File: src/rtl/ysyx_23060240_clint_pkg.sv
// Shared definitions for the CLINT mtime responder: register offsets and
// the read/write handshake FSM state types.
package ysyx_23060240_clint_pkg;

  localparam logic [31:0] CLINT_OFF_LO = 32'h0;
  localparam logic [31:0] CLINT_OFF_HI = 32'h4;

  typedef enum logic {R_IDLE, R_RESP} rd_state_e;
  typedef enum logic {W_IDLE, W_RESP} wr_state_e;

endpackage

File: src/rtl/ysyx_23060240_clint_timer.sv
// Free-running 64-bit mtime counter behind a TICK_DIV prescaler, with
// per-word load that overrides the increment in the load cycle.
module ysyx_23060240_clint_timer #(
  parameter int unsigned TICK_DIV = 1
) (
  input  logic        clk,
  input  logic        rst,
  input  logic        ld_lo,
  input  logic        ld_hi,
  input  logic [31:0] ld_data,
  output logic [63:0] mtime
);

  logic [31:0] presc_q, presc_d;
  logic [63:0] mtime_q, mtime_d;
  logic        tick;

  assign tick  = (presc_q == 32'(TICK_DIV - 1));
  assign mtime = mtime_q;

  always_comb begin
    presc_d = tick ? 32'd0 : presc_q + 32'd1;
    mtime_d = mtime_q;
    // A load wins over the tick; the prescaler keeps running regardless.
    if (ld_lo) begin
      mtime_d[31:0] = ld_data;
    end else if (ld_hi) begin
      mtime_d[63:32] = ld_data;
    end else if (tick) begin
      mtime_d = mtime_q + 64'd1;
    end
  end

  always_ff @(posedge clk or posedge rst) begin
    if (rst) begin
      presc_q <= '0;
      mtime_q <= '0;
    end else begin
      presc_q <= presc_d;
      mtime_q <= mtime_d;
    end
  end

endmodule

File: src/rtl/ysyx_23060240_clint.sv
// AXI4-Lite single-beat responder exposing mtime as two 32-bit words, with a
// hi-word snapshot taken on every LO read so LO-then-HI reads are coherent.
module ysyx_23060240_clint
  import ysyx_23060240_clint_pkg::*;
#(
  parameter logic [31:0] BASE_ADDR = 32'ha0000048,
  parameter int unsigned TICK_DIV  = 1
) (
  input  logic        clk,
  input  logic        rst,
  input  logic [31:0] araddr,
  input  logic        arvalid,
  output logic        arready,
  output logic        rvalid,
  input  logic        rready,
  output logic [31:0] rdata,
  input  logic [31:0] awaddr,
  input  logic        awvalid,
  output logic        awready,
  input  logic [31:0] wdata,
  input  logic        wvalid,
  output logic        wready,
  output logic        bvalid,
  input  logic        bready
);

  localparam logic [31:0] ADDR_LO = BASE_ADDR + CLINT_OFF_LO;
  localparam logic [31:0] ADDR_HI = BASE_ADDR + CLINT_OFF_HI;

  rd_state_e   rd_state_q, rd_state_d;
  wr_state_e   wr_state_q, wr_state_d;
  logic [31:0] rdata_q, rdata_d;
  logic [31:0] shadow_q, shadow_d;
  logic        shadow_vld_q, shadow_vld_d;
  logic        aw_held_q, aw_held_d;
  logic        w_held_q, w_held_d;
  logic [31:0] awaddr_q, awaddr_d;
  logic [31:0] wdata_q, wdata_d;

  logic [63:0] mtime;
  logic        aw_fire, w_fire, wr_commit, ld_lo, ld_hi;
  logic [31:0] wr_addr, wr_data;

  assign arready = (rd_state_q == R_IDLE);
  assign rvalid  = (rd_state_q == R_RESP);
  assign rdata   = rdata_q;
  assign awready = (wr_state_q == W_IDLE) && !aw_held_q;
  assign wready  = (wr_state_q == W_IDLE) && !w_held_q;
  assign bvalid  = (wr_state_q == W_RESP);

  // AW and W may arrive in either order; use the held copy when present.
  assign aw_fire   = awvalid && awready;
  assign w_fire    = wvalid && wready;
  assign wr_addr   = aw_held_q ? awaddr_q : awaddr;
  assign wr_data   = w_held_q ? wdata_q : wdata;
  assign wr_commit = (aw_held_q || aw_fire) && (w_held_q || w_fire);
  assign ld_lo     = wr_commit && (wr_addr == ADDR_LO);
  assign ld_hi     = wr_commit && (wr_addr == ADDR_HI);

  always_comb begin
    rd_state_d   = rd_state_q;
    rdata_d      = rdata_q;
    shadow_d     = shadow_q;
    shadow_vld_d = shadow_vld_q;
    unique case (rd_state_q)
      R_IDLE: begin
        if (arvalid) begin
          rd_state_d = R_RESP;
          if (araddr == ADDR_LO) begin
            rdata_d      = mtime[31:0];
            shadow_d     = mtime[63:32];
            shadow_vld_d = 1'b1;
          end else if (araddr == ADDR_HI) begin
            rdata_d      = shadow_vld_q ? shadow_q : mtime[63:32];
            shadow_vld_d = 1'b0;
          end else begin
            rdata_d = '0;
          end
        end
      end
      R_RESP: begin
        if (rready) rd_state_d = R_IDLE;
      end
      default: rd_state_d = R_IDLE;
    endcase
    // A write invalidates any snapshot, including one taken this same cycle.
    if (wr_commit) shadow_vld_d = 1'b0;
  end

  always_comb begin
    wr_state_d = wr_state_q;
    aw_held_d  = aw_held_q;
    w_held_d   = w_held_q;
    awaddr_d   = awaddr_q;
    wdata_d    = wdata_q;
    unique case (wr_state_q)
      W_IDLE: begin
        if (aw_fire) begin
          aw_held_d = 1'b1;
          awaddr_d  = awaddr;
        end
        if (w_fire) begin
          w_held_d = 1'b1;
          wdata_d  = wdata;
        end
        if (wr_commit) begin
          wr_state_d = W_RESP;
          aw_held_d  = 1'b0;
          w_held_d   = 1'b0;
        end
      end
      W_RESP: begin
        if (bready) wr_state_d = W_IDLE;
      end
      default: wr_state_d = W_IDLE;
    endcase
  end

  always_ff @(posedge clk or posedge rst) begin
    if (rst) begin
      rd_state_q   <= R_IDLE;
      wr_state_q   <= W_IDLE;
      rdata_q      <= '0;
      shadow_q     <= '0;
      shadow_vld_q <= 1'b0;
      aw_held_q    <= 1'b0;
      w_held_q     <= 1'b0;
      awaddr_q     <= '0;
      wdata_q      <= '0;
    end else begin
      rd_state_q   <= rd_state_d;
      wr_state_q   <= wr_state_d;
      rdata_q      <= rdata_d;
      shadow_q     <= shadow_d;
      shadow_vld_q <= shadow_vld_d;
      aw_held_q    <= aw_held_d;
      w_held_q     <= w_held_d;
      awaddr_q     <= awaddr_d;
      wdata_q      <= wdata_d;
    end
  end

  ysyx_23060240_clint_timer #(
    .TICK_DIV(TICK_DIV)
  ) u_timer (
    .clk    (clk),
    .rst    (rst),
    .ld_lo  (ld_lo),
    .ld_hi  (ld_hi),
    .ld_data(wr_data),
    .mtime  (mtime)
  );

endmodule

File: config.mk
export PLATFORM = sky130hd
export DESIGN_NAME = ysyx_23060240_clint
export DESIGN_NICKNAME = d
export VERILOG_FILES = /design/src/rtl/ysyx_23060240_clint_pkg.sv /design/src/rtl/ysyx_23060240_clint_timer.sv /design/src/rtl/ysyx_23060240_clint.sv
export SDC_FILE = /design/constraint.sdc
export NUM_CORES = 1
export LEC_CHECK = 0
export ABC_CLOCK_PERIOD_IN_PS = 11250
export CORE_MARGIN = 2
export CORE_UTILIZATION = 45
export CTS_BUF_LIST = sky130_fd_sc_hd__clkbuf_2
export DETAILED_ROUTE_END_ITERATION = 10
export PLACE_DENSITY = 0.66
export SLEW_MARGIN = 20
export SYNTH_ARGS = -nofsm -noshare
export SYNTH_HDL_FRONTEND = slang
export SYNTH_HIERARCHICAL = 1
export SYNTH_SLANG_ARGS = --single-unit
File: constraint.sdc
create_clock -name clk -period 11.25 [get_ports clk]
set_clock_uncertainty 0.05 [all_clocks]
set_input_delay 1.6875 -clock clk [delete_from_list [all_inputs] [get_ports clk]]
set_output_delay 1.6875 -clock clk [all_outputs]
set_load 0.02 [all_outputs]
==> impl_metrics.py <==
metrics = {
    "global_routing": {
        "grt_pass1_wl_um": 48700,
        "antenna_found_initial": 1,
        "gr-total-overflow": 0,
        "grt_max_degree": 86,
        "grt_pass1_vias": 9276,
        "track_usage_pct": 21.3,
    },
    "timing": {
        "period_share_pct": 41.9,
        "report.final.hold_viol_count": 0,
        "drv_slew": 0,
        "period_minus_slack_ps": 4710,
        "rsz0062_at_grt": "false",
        "setup_viol": 0,
        "fin_hold_ws_ps": 437,
        "tns_ps": 0,
        "slew_headroom_pct": 27.7,
        "worst_pin_slew_ps": 1080,
        "clock.fmax_ghz": 0.212,
    },
    "layout": {
        "n_fill_cell": 2336,
        "syn2layout_area_growth_pct": 18.1,
        "nets": 1356,
        "stdcell_count": 1629,
        "multi_input_area_um2": 5780,
        "layout-drive-gt1-share_pct": 20.6,
        "seqCellArea_um2": 5730,
        "fin_area_um2": 14000,
    },
    "pwr": {
        "p_clk_share_pct": 27.9,
        "power_density_nw_per_um2": 142,
        "p_int_w": 0.00140,
        "leakagePower_nw": 5.80,
        "power_w": 0.00199,
        "peakVddDrop_mv": 0.181,
        "switching_power_w": 0.000595,
        "p_seq_share_pct": 51.1,
        "power_frac_comb_pct": 21.0,
        "p_sw_share_pct": 29.9,
    },
    "die": {
        "die_x_um": 166,
        "start_util_pct": 45.6,
        "coreArea_um2": 26000,
        "die-area_um2": 27700,
        "num_rows": 59,
        "fp.dieH_um": 166,
        "ios": 140,
    },
    "routing": {
        "dr.pass1.iters": 5,
        "avgViaCountPerCell": 5.64,
        "routedWlPerCell_um": 18.3,
        "wl_um": 29800,
        "vias": 9181,
        "drtAntennaViolNets": 0,
        "drt-initial-drc-count": 515,
        "drc_errors": 0,
    },
    "cts": {
        "htreeDepth": 2,
        "root_buffer": "clkbuf_2",
        "cts_tree": "yes",
        "path_clk_slew_ps": 90,
        "clk_latency_ps": 870,
        "ctsLongestPathBuffers": 3,
        "cts_buffers": 59,
        "ctsResizeCount": 0,
        "holdBufCountCts": 0,
        "cts_setup_buffers": 0,
        "cts.sinks": 229,
    },
    "worst_setup_path": {
        "required_ps": 11900,
        "crit_arrival_ps": 5350,
        "cp-end-kind": "flip-flop",
        "critPathLaunchType": "input pin",
        "crit_fanout": 42,
        "critPathKind": "input pin to flip-flop",
    },
    "job": {
        "maxCapViolCount": 0,
    },
    "logic_synthesis": {
        "synth_edf_count": 0,
        "ys_ff_latch": 229,
        "synth.distinct_cells": 70,
        "synth_fp_nets": 1205,
        "netlist_area_um2": 11900,
        "yosysSeqAreaShare_pct": 48.3,
        "syn_area_per_cell_um2": 10.8,
        "synth.top_cell.area_share_pct": 48.3,
        "synth_area_leaders": "dfrtp_1 (48%), mux2_2 (11%), mux2i_1 (3.6%), a22oi_1 (3.0%), nand2_1 (2.7%)",
        "synthDominantAreaCellType": "dfrtp_1",
        "yosys_most_used_dff": "dfrtp_1",
        "yosys_warnings": 6,
        "synthArstFlopShare_pct": 100,
        "synthCells": 1099,
    },
    "placed_design": {
        "dp.cells": 1524,
        "gp_congestion": 0.845,
        "placed_area_um2": 13500,
        "portBuffers": 139,
        "dpl.hpwl_um": 20200,
    },
    "run_status": {
        "status": "completed",
    },
    "min_path": {
        "min_path_type": "flip-flop to flip-flop",
    },
}
## cells in the final DEF, fill, tap and decap left out, drive strengths merged, types with 15 or more instances in the layout
cell type,Yosys,final
nor4,37,37
mux2i,43,43
o21ai,66,66
nor3,22,22
xnor2,34,34
clkbuf,40,91
nand4,37,37
mux2,135,135
nor2,70,70
and3,15,15
nand3,44,44
dfrtp,229,229
inv,22,22
nand2,86,86
a22oi,47,47
clkdlybuf4s50,0,139
a21oi,18,18
xor2,27,27
## power by group through the flow
stage / combinational [W] / sequential, W / clock (W)
6_report: 0.000418 / 0.00102 / 0.000556
5_1_grt: 0.000455 / 0.00103 / 0.000616
4_1_cts: 0.000425 / 0.00102 / 0.000578
2_1_floorplan: 0.000306 / 0.00101 / 0
3_5_place_dp: 0.000423 / 0.00103 / 0
3_3_place_gp: 0.000420 / 0.00103 / 0
## worst paths after layout
kind                                    from           endpoint  slack (ps)  cells after the start
worst min register to register   wdata_q[12]        wdata_q[12]         440                      1
worst max register to register  awaddr_q[14]  u_timer/mtime[39]        7320                      9
max in group asynchronous                rst       shadow_vld_q        8540                      3
worst min-delay path             wdata_q[12]        wdata_q[12]         440                      1
min in group asynchronous                rst  u_timer/mtime[62]        1330                      2
worst max-delay path              awaddr[24]  u_timer/mtime[39]        6540                     11
## synth_stat cells (3+ instances only)
cell type	instances
dfrtp_1	229
mux2_2	117
nand2_1	86
nor2_1	70
o21ai_0	58
a22oi_1	47
mux2i_1	43
nand3_1	43
clkbuf_1	40
nand4_1	35
xnor2_1	34
nor4_1	28
xor2_1	27
inv_1	22
nor3_1	18
a21oi_1	17
and3_1	15
buf_2	10
mux2_4	10
nor4b_1	9
and4_1	8
mux2_1	8
nor2b_1	8
o21ai_1	8
nor4_2	7
or4_1	7
and2_1	5
nand2b_1	5
a311oi_1	4
buf_4	4
buf_6	4
nor3_2	4
or3_1	4
a211oi_1	3
a22o_1	3
a31oi_1	3
ha_1	3
nand3b_1	3
nor3b_1	3
o22ai_1	3
or2_2	3
## state kept, by name (all words and copies together), names as in the netlist
name and cells:
u_timer/presc_q 32, wdata_q 32, rdata 32, w_held_q 1, awaddr_q 32, u_timer/mtime 64
bvalid 1, rvalid 1, aw_held_q 1, shadow_vld_q 1, shadow_q 32
## layer usage
metal	global-route usage, %	vias to the layer above	part of all wire [%]
met5	0	-	0
met3	4.36	56	5.5
met2	35.6	263	49
met4	5.85	0	1.7
li1	-	4369	-
met1	28.5	4493	44
## cell families after synthesis
family / count (synthesis) / share of synthesized area [%]
and+or+nand+nor: 377 / 17.7
xor gates and xnor gates: 61 / 4.50
DFF: 229 / 48.3
buffers and inverters: 82 / 3.22
AOI/OAI and AO/OA: 169 / 9.16
muxes: 178 / 16.8
adders and majority gates: 3 / 0.316
## worst max-delay path, stage by stage
cell	delay, ps
clkdlybuf4s50_1	450
nor4_1	440
nand4_1	170
mux2i_1	190
nand3_1	210
nor2_4	140
buf_4	410
inv_1	590
a21oi_2	700
o21ai_0	180
o2bb2ai_1	160
## cell type report
type                            count  area share [%]
Multi-Input combinational cell    788            41.3
Clock buffer                       91            3.25
Clock inverter                     13           0.420
Antenna cell                        1          0.0179
Sequential cell                   229            40.9
Timing Repair Buffer              150            10.5
Inverter                           22           0.634
Tap cell                          335            2.99
## through the flow
step | util [%] | setup slack (ps)
after floorplan | - | 5960
after global placement | 51.9 | 5870
after detailed placement | 51.9 | 5800
after CTS | 53.9 | 6650
after global routing | 53.9 | 6330
final | 53.9 | 6540
(Power assumes the default switching activity.)
